## config.mk

```make
export PLATFORM = sky130hd
export DESIGN_NAME = stopwatch_ctrl
export DESIGN_NICKNAME = d
export VERILOG_FILES = /design/src/rtl/stopwatch_ctrl.sv
export SDC_FILE = /design/constraint.sdc
export NUM_CORES = 1
export LEC_CHECK = 0
export ABC_AREA = 0
export CORE_UTILIZATION = 50
export CTS_BUF_LIST = sky130_fd_sc_hd__clkbuf_2 sky130_fd_sc_hd__clkbuf_4 sky130_fd_sc_hd__clkbuf_8
export DETAILED_ROUTE_END_ITERATION = 12
export PLACE_DENSITY = 0.95
export SYNTH_ARGS = -nofsm -noshare
export SYNTH_HDL_FRONTEND = slang
export SYNTH_SLANG_ARGS = --single-unit
```

## constraint.sdc

```tcl
create_clock -name clk -period 4 [get_ports clk]
set_clock_uncertainty 0.15 [all_clocks]
set_input_delay 0.4 -clock clk [delete_from_list [all_inputs] [get_ports clk]]
set_output_delay 0.4 -clock clk [all_outputs]
set_load 0.1 [all_outputs]
```

## src/rtl/stopwatch_ctrl.sv

```systemverilog
// Control sequencer for the BCD stopwatch: debounces the two buttons, runs the
// RUN/PAUSE/LAP/IDLE state machine and paces the counter with a prescaled tick.
module stopwatch_ctrl #(
    parameter int TICK_DIV   = 100,
    parameter int DEB_CYCLES = 16
) (
    input  logic        clk,
    input  logic        clr,
    input  logic        btn_ss,
    input  logic        btn_lap,
    input  logic [39:0] time_in,
    output logic        sw_start,
    output logic        sw_clr,
    output logic [39:0] disp_time,
    output logic [39:0] lap_time,
    output logic [3:0]  lap_cnt,
    output logic [1:0]  state,
    output logic        ovf
);

    localparam int DCW = $clog2(DEB_CYCLES + 1);
    localparam int PCW = $clog2(TICK_DIV);
    localparam logic [39:0] FULL_SCALE = 40'h99_59_599999;
    localparam logic [DCW-1:0] DEB_LAST = DCW'(DEB_CYCLES - 1);
    localparam logic [PCW-1:0] PRESC_LAST = PCW'(TICK_DIV - 1);

    typedef enum logic [1:0] {
        IDLE  = 2'd0,
        RUN   = 2'd1,
        PAUSE = 2'd2,
        LAP   = 2'd3
    } state_t;

    state_t           state_q;
    state_t           state_n;
    logic [1:0]       sync1;
    logic [1:0]       sync2;
    logic [1:0]       deb;
    logic [1:0]       evt;
    logic [DCW-1:0]   deb_cnt [2];
    logic [PCW-1:0]   presc;
    logic             clr_pulse;
    logic             ss_evt;
    logic             lap_evt;
    logic             running;
    logic             tick;
    logic             capture;
    logic             set_ovf;
    logic             go_idle;
    logic             presc_run;

    // Index 0 is start/stop, index 1 is lap/reset. The event fires only on a
    // debounced press; a debounced release just re-arms the button.
    always_ff @(posedge clk) begin
        if (clr) begin
            sync1      <= '0;
            sync2      <= '0;
            deb        <= '0;
            evt        <= '0;
            deb_cnt[0] <= '0;
            deb_cnt[1] <= '0;
        end else begin
            sync1 <= {btn_lap, btn_ss};
            sync2 <= sync1;
            for (int i = 0; i < 2; i++) begin
                evt[i] <= 1'b0;
                if (sync2[i] != deb[i]) begin
                    if (deb_cnt[i] == DEB_LAST) begin
                        deb[i]     <= sync2[i];
                        deb_cnt[i] <= '0;
                        evt[i]     <= sync2[i];
                    end else begin
                        deb_cnt[i] <= deb_cnt[i] + 1'b1;
                    end
                end else begin
                    deb_cnt[i] <= '0;
                end
            end
        end
    end

    assign ss_evt  = evt[0];
    assign lap_evt = evt[1] & ~evt[0];
    assign running = (state_q == RUN) || (state_q == LAP);

    // The prescaler does not advance on the edge into PAUSE, so a resume picks
    // up exactly where the paused period left off and a deferred tick is kept.
    always_comb begin
        state_n   = state_q;
        tick      = 1'b0;
        capture   = 1'b0;
        set_ovf   = 1'b0;
        go_idle   = 1'b0;
        presc_run = 1'b0;
        case (state_q)
            IDLE: begin
                if (ss_evt) state_n = RUN;
            end
            RUN: begin
                if (ss_evt) begin
                    state_n = PAUSE;
                end else if (lap_evt) begin
                    state_n = LAP;
                    capture = 1'b1;
                end
            end
            LAP: begin
                if (ss_evt) state_n = PAUSE;
                else if (lap_evt) state_n = RUN;
            end
            PAUSE: begin
                if (ss_evt) begin
                    if (!ovf) state_n = RUN;
                end else if (lap_evt) begin
                    state_n = IDLE;
                    go_idle = 1'b1;
                end
            end
            default: state_n = IDLE;
        endcase
        if (running && state_n != PAUSE) begin
            presc_run = 1'b1;
            if (presc == PRESC_LAST) begin
                if (time_in == FULL_SCALE) begin
                    state_n   = PAUSE;
                    set_ovf   = 1'b1;
                    capture   = 1'b0;
                    presc_run = 1'b0;
                end else begin
                    tick = 1'b1;
                end
            end
        end
    end

    always_ff @(posedge clk) begin
        if (clr) begin
            state_q   <= IDLE;
            presc     <= '0;
            sw_start  <= 1'b0;
            clr_pulse <= 1'b0;
            lap_time  <= '0;
            lap_cnt   <= '0;
            ovf       <= 1'b0;
        end else begin
            state_q   <= state_n;
            sw_start  <= tick;
            clr_pulse <= go_idle;
            if (state_q == IDLE) begin
                presc <= '0;
            end else if (presc_run) begin
                presc <= (presc == PRESC_LAST) ? '0 : presc + 1'b1;
            end
            if (go_idle) begin
                lap_time <= '0;
                lap_cnt  <= '0;
                ovf      <= 1'b0;
            end else begin
                if (capture) begin
                    lap_time <= time_in;
                    lap_cnt  <= (lap_cnt == 4'd15) ? 4'd15 : lap_cnt + 1'b1;
                end
                if (set_ovf) ovf <= 1'b1;
            end
        end
    end

    assign sw_clr    = clr | clr_pulse;
    assign disp_time = (state_q == LAP) ? lap_time : time_in;
    assign state     = state_q;

endmodule

```

==> results of run 1 <==
-- flip-flops by register name, indices dropped and copies added (netlist names) --
register	cells
state	2
presc	7
deb_cnt	10
deb	2
sync2	2
evt	2
sync1	2
sw_start	1
clr_pulse	1
ovf	1
lap_cnt	4
lap_time	40
-- critical path, delay by kind of cell --
family,cells,cell delay (ps)
buf+inv,2,860
compound gates,2,400
simple gates,3,1230
-- path summary, 6_finish.rpt --
kind / end / cells past startpoint
min: sync2[1] / 1
max: lap_time[23] / 7
min reg2reg: sync2[1] / 1
max reg2reg: lap_time[23] / 6
-- final cells by class --
type | instances | share of cell area [%]
flip-flops and latches | 74 | 30.2
inverters | 5 | 0.359
well taps | 99 | 2.37
repair buffers | 136 | 23.9
clock buffers | 11 | 2.65
multi-input cells | 286 | 38.5
clock inverters | 5 | 1.98
-- cells by family (layout without fill, tap and decap cells) --
family	after synthesis	in the layout
and+or+nand+nor	116	116
DFF	74	74
AOI/OAI and AO/OA	102	102
xor gates and xnor gates	10	10
muxes	42	42
other	1	10
buffers and inverters	32	157
adders and majority gates	6	6
-- metrics by stage --
stage	hold WS (ps)	utilization, %	total power (W)	instances
after floorplan	264	-	0.000985	392
after global placement	275	69.2	0.00108	600
after detailed placement	272	69.2	0.00108	600
after CTS	292	72.5	0.00177	616
after global routing	313	72.5	0.00181	616
final	291	72.5	0.00176	616
-- where the power goes --
| part | total [W] | switching [W] | internal, W |
|---|---|---|---|
| sequential | 0.000762 | 0.00000366 | 0.000758 |
| clock | 0.000700 | 0.000271 | 0.000429 |
| combinational | 0.000303 | 0.000214 | 0.0000890 |
-- cells in the final DEF, fill, tap and decap left out, types with 3 or more instances in the layout --
| master | n |
|---|---|
| clkdlybuf4s50_1 | 91 |
| nor3_1 | 3 |
| a211oi_1 | 3 |
| bufinv_16 | 3 |
| a21oi_1 | 39 |
| dfxtp_1 | 64 |
| nand4_1 | 5 |
| ha_1 | 6 |
| o21ai_1 | 11 |
| o21ai_0 | 29 |
| a21oi_2 | 9 |
| xor2_1 | 6 |
| conb_1 | 10 |
| nand3_2 | 13 |
| a31oi_1 | 4 |
| edfxtp_1 | 10 |
| and3_1 | 4 |
| a311oi_1 | 3 |
| nor4bb_1 | 6 |
| nor2b_1 | 9 |
| buf_4 | 45 |
| clkbuf_8 | 9 |
| mux2_2 | 40 |
| inv_1 | 5 |
| or3_1 | 3 |
| xnor2_1 | 4 |
| nor2_1 | 22 |
| nand3_1 | 32 |
-- per-layer routing --
layer  vias to the layer above  share of wire [%]
met5                         -                  0
met4                         0                2.7
met3                        29                5.1
met2                       139                 50
met1                      1689                 42
li1                       1666                  -
==> reports/qor.yml, run 1 <==
status: "finished clean"
syn_avg_cell_area_um2: 9.71
io_pins: 133
regArea_um2: 1580
core_um2: 7210
start_util_pct: 51.6
grt_overflow_total: 0
hold_class: "register to register"
worst_slack_ps: 1210
ant_nets: 0
reg2reg_slack_ps: 1510
drt-initial-drc-count: 287
worst_slew_pin_slew_ps: 1220
routed_wl_um: 10200
required_ps: 4110
dp_slack_ps: 925
htreeDepth: 3
cts.sinks: 74
post-route-min-period_ps: 2790
ys_async_sr_fraction_pct: 0
vdd_drop_max_v: 0.000226
yosysTopAreaCellShare_pct: 34.4
die_y_um: 88.3
p_per_area_nw_per_um2: 337
via_per_inst: 5.72
antenna_found_initial: 0
grt_pass1_wl_um: 15700
synth_xor_area_share_pct: 2.35
dp_hpwl_um: 7250
setup_violations: 0
cts_hold_buf: 0
finalHoldViolations: 0
yosysSeqAreaShare_pct: 42.5
area_growth_pct: 40.7
grt_use_met1_pct: 33.2
cts_tree: "built"
grt_pass1_vias: 3279
startpoint_type: "input port"
finalCritPeriodShare_pct: 69.7
grt_max_degree: 46
synthTopCellsByCount: "dfxtp_1 (64), mux2_2 (40), a21oi_1 (39), nand3_1 (32), o21ai_0 (29)"
synth_compound_area_share_pct: 15.5
cp_max_fo: 22
synth-edff-count: 10
syn_area_um2: 3720
crit_start: "time_in[36]"
die_w_um: 88.3
place_congestion: 0.841
drv_cap: 0
synth_ff_type: "dfxtp_1"
cts.clk_slew.worst_paths_ps: 80
drc: 0
layout-drive-gt1-share_pct: 25.7
critPathKind: "input port to register"
dpl_cell_area_um2: 4990
grtUsageMet2_pct: 43.4
crit_slowest_cell: "clkdlybuf4s50_1"
num-nets-final: 562
avgRoutedWirePerCell_um: 16.5
drt_first_pass_iters: 4
arrival_ps: 2900
min_from: "sync1[1]"
slew_headroom_pct: 18.5
worstSkewPairLatency_ps: 340
post_synth_num_cell_types: 44
multi_input_area_um2: 2020
yosysTopAreaCell: "dfxtp_1"
post_cts_buffers: 0
muxShareOfSynthArea_pct: 12.6
syn_inst: 383
vias: 3523
ys_top_cells_by_area: "dfxtp_1 (34%), mux2_2 (12%), edfxtp_1 (8.1%)"
yosys_warnings: 0
track_usage_pct: 26.1
crit_chain: "clkdlybuf4s50_1 -> nor4bb_1 -> nand4_1 -> nor4_4 -> buf_4 -> o21ai_0 -> a21oi_1"
synthAdderAreaFrac_pct: 2.02
max_freq_mhz: 358
ys_ff_latch: 74
synth_top_family_by_area: "simple AND/OR/NAND/NOR gates"
busiest_layer: "met2"
rr_startpoint: "state[0]"
numPortBuffers: 132
tns_ps: 0
leakagePower_nw: 1.88
cts_buffers: 9
rsz0062_at_grt: "false"
diodes: 0
die_area_um2: 7790
synthSimpleGateAreaFrac_pct: 20.5
design_area_um2: 5230
post_cts_resized: 0
synth_most_common_cell: "dfxtp_1"
end_kind: "register"
grtUsageMet3_pct: 4.57
root_buffer: "clkbuf_8"
rows: 31
cts_buffer_depth: 2
max_stage_delay_ps: 510
fill_cells: 517
drv_slew: 0
No activity file was read; power rests on OpenSTA's default activity.
==> inputs of run 2 (changes only) <==
- CORE_UTILIZATION: 50 -> 47
- PLACE_DENSITY: 0.95 -> 0.94
- clock period: 4 -> 2.9 ns (I/O delays scaled with it)
==> run 2 against run 1 <==
Global-route usage down 0.24 points. Count of clock-buffer cells in the layout shrank 2. Worst hold slack gained 7.1 ps. Die area increased by 6.2%. Non-clock buffer count increased by 7. Setup slack got worse by 770 ps. Routed wire length is 4.3% higher. Final cell count is 1.6% higher. Critical path type is now register to output pin. Critical endpoint is now disp_time[24].
==> reports/qor.yml, run 2 (same netlist as run 1, synthesis figures left out) <==
layout-drive-gt1-share_pct: 35.9  # was 25.7%
dp_hpwl_um: 7560  # was 7250 µm
post-route-min-period_ps: 2460
max_stage_delay_ps: 500  # was 510 ps
busiest_layer: "met2"  # unchanged
cts_buffers: 9  # unchanged
drv_slew: 0  # unchanged
finalHoldViolations: 0  # unchanged
drv_cap: 0  # unchanged
ant_nets: 0  # unchanged
design_area_um2: 5660  # was 5230 µm²
cts_buffer_depth: 2  # unchanged
regArea_um2: 1580  # unchanged
track_usage_pct: 25.9  # was 26.1%
via_per_inst: 5.64  # was 5.72
grtUsageMet2_pct: 45.6  # was 43.4%
finalCritPeriodShare_pct: 84.9
rsz0062_at_grt: "false"  # unchanged
avgRoutedWirePerCell_um: 17.0  # was 16.5 µm
grtUsageMet3_pct: 6.37  # was 4.57%
die_y_um: 91.0  # was 88.3 µm
setup_violations: 0  # unchanged
arrival_ps: 2020  # was 2900 ps
diodes: 0  # unchanged
post_cts_buffers: 0  # unchanged
post_cts_resized: 0  # unchanged
htreeDepth: 3  # unchanged
layout_commonest_cell: "dfxtp_1"  # was clkdlybuf4s50_1
crit_chain: "nand2_2 -> buf_12 -> mux2_2 -> buf_12"  # was clkdlybuf4s50_1 -> nor4bb_1 -> nand4_1 -> nor4_4 -> buf_4 -> o21ai_0 -> a21oi_1
place_inst: 610  # was 600
grt_pass1_wl_um: 17300  # was 15700 µm
root_buffer: "clkbuf_8"  # unchanged
p_per_area_nw_per_um2: 428  # was 337 nW/µm²
slew_headroom_pct: 28.5  # was 18.5%
cp_max_fo: 21  # was 22
start_util_pct: 48.4  # was 51.6%
routed_wl_um: 10600  # was 10200 µm
core_um2: 7690  # was 7210 µm²
crit_slowest_cell: "dfxtp_1"  # was clkdlybuf4s50_1
grt_overflow_total: 0  # unchanged
cts.clk_slew.worst_paths_ps: 80  # about the same
cts.sinks: 74  # unchanged
numPortBuffers: 132  # unchanged
startpoint_type: "register"  # was input port
switchingPower_w: 0.000693  # was 0.000488 W
cts_hold_buf: 0  # unchanged
worst_slew_pin_slew_ps: 1070  # was 1220 ps
tns_ps: 0  # unchanged
end_kind: "output pin"  # was register
drc: 0  # unchanged
max_freq_mhz: 406
required_ps: 2460  # was 4110 ps
fill_cells: 522  # was 517
comb_power_share_pct: 21.1  # was 17.2%
status: "finished clean"  # unchanged
cts_tree: "built"  # unchanged
multi_input_area_um2: 2020  # unchanged
drt-initial-drc-count: 233  # was 287
grt_use_met1_pct: 30.6  # was 33.2%
dpl_cell_area_um2: 5440  # was 4990 µm²
regMostFlops: "lap_time"  # unchanged
rows: 32  # was 31
io_pins: 133  # unchanged
critPathKind: "register to output pin"  # was input port to register
vdd_drop_max_v: 0.000239  # was 0.000226 V
largest_reg_flops: 40  # unchanged
antenna_found_initial: 0  # unchanged
seq_power_share_pct: 43.4  # was 43.2%
area_growth_pct: 52.1  # was 40.7%
die_w_um: 91.0  # was 88.3 µm
num-nets-final: 569  # was 562
finalPower_w: 0.00242  # was 0.00176 W
grt_max_degree: 46  # unchanged
leakagePower_nw: 2.18  # was 1.88 nW
fin_cells: 626  # was 616
clkPwrFrac_pct: 35.5  # was 39.7%
worstSkewPairLatency_ps: 330  # was 340 ps
p_int_w: 0.00173  # was 0.00128 W
switching_share_pct: 28.6  # was 27.7%
reg_top3: "lap_time (40), deb_cnt (10), presc (7)"  # unchanged
vias: 3528  # was 3523
grt_pass1_vias: 3465  # was 3279
die_area_um2: 8270  # was 7790 µm²
path_common_cell: "buf_12"
place_congestion: 0.858  # was 0.841
drt_first_pass_iters: 4  # unchanged
hold_class: "register to register"  # unchanged
final_cell_mix: "dfxtp_1 (64), buf_4 (59), clkdlybuf4s50_1 (43)"  # was clkdlybuf4s50_1 (91), dfxtp_1 (64), buf_4 (45)
## run 2: changes by cell type in the layout (fill, tap and decap cells not counted), sizes merged
cell           previous run  this run
buf                      45       100
bufinv                    3         2
clkbuf                   11         9
clkdlybuf4s50            91        43
clkinv                    2         3
clkinvlp                  0         2
## run 2: path summary, 6_finish.rpt
path         startpoint       endpoint  slack (ps)  cells after the start
max            state[1]  disp_time[24]         440                      4
min            sync1[0]       sync2[0]         300                      1
max reg2reg    state[0]     lap_cnt[2]         450                      5
min reg2reg    sync1[0]       sync2[0]         300                      1
## run 2: worst max-delay path: cells and delay by family, from the launching register on
family | cells | cell delay, ps
buf+inv | 2 | 470
flops | 1 | 500
simple gates | 1 | 380
mux | 1 | 310
## run 2: final cells by class
cell class	instances	share of cell area, %
multi-input cells	286	35.7
repair buffers	143	29.9
inverters	5	0.332
clock buffers	9	2.19
clock inverters	7	1.66
flip-flops and latches	74	28.0
well taps	102	2.26
## run 2: power groups by stage
stage	clock (W)	combinational, W	sequential [W]
CTS	0.000875	0.000511	0.00105
finish	0.000860	0.000510	0.00105
detailed placement	0	0.000509	0.00108
global route	0.000926	0.000524	0.00105
floorplan	0	0.000285	0.00107
global placement	0	0.000504	0.00107
## run 2: routing by layer
metal,routed length (µm),vias to the layer above,part of all wire [%]
met1,4230,1664,40
li1,-,1677,-
met2,5430,164,51
met5,0,-,0
met3,731,23,6.9
met4,229,0,2.2
## run 2: metrics by stage
| stage | hold slack [ps] | setup WS (ps) | util (%) |
|---|---|---|---|
| final | 298 | 437 | 73.6 |
| after detailed placement | 277 | 79.9 | 70.8 |
| after global placement | 272 | 68.2 | 70.8 |
| after global routing | 308 | 271 | 73.6 |
| after floorplan | 212 | 195 | - |
| after CTS | 296 | 423 | 73.6 |
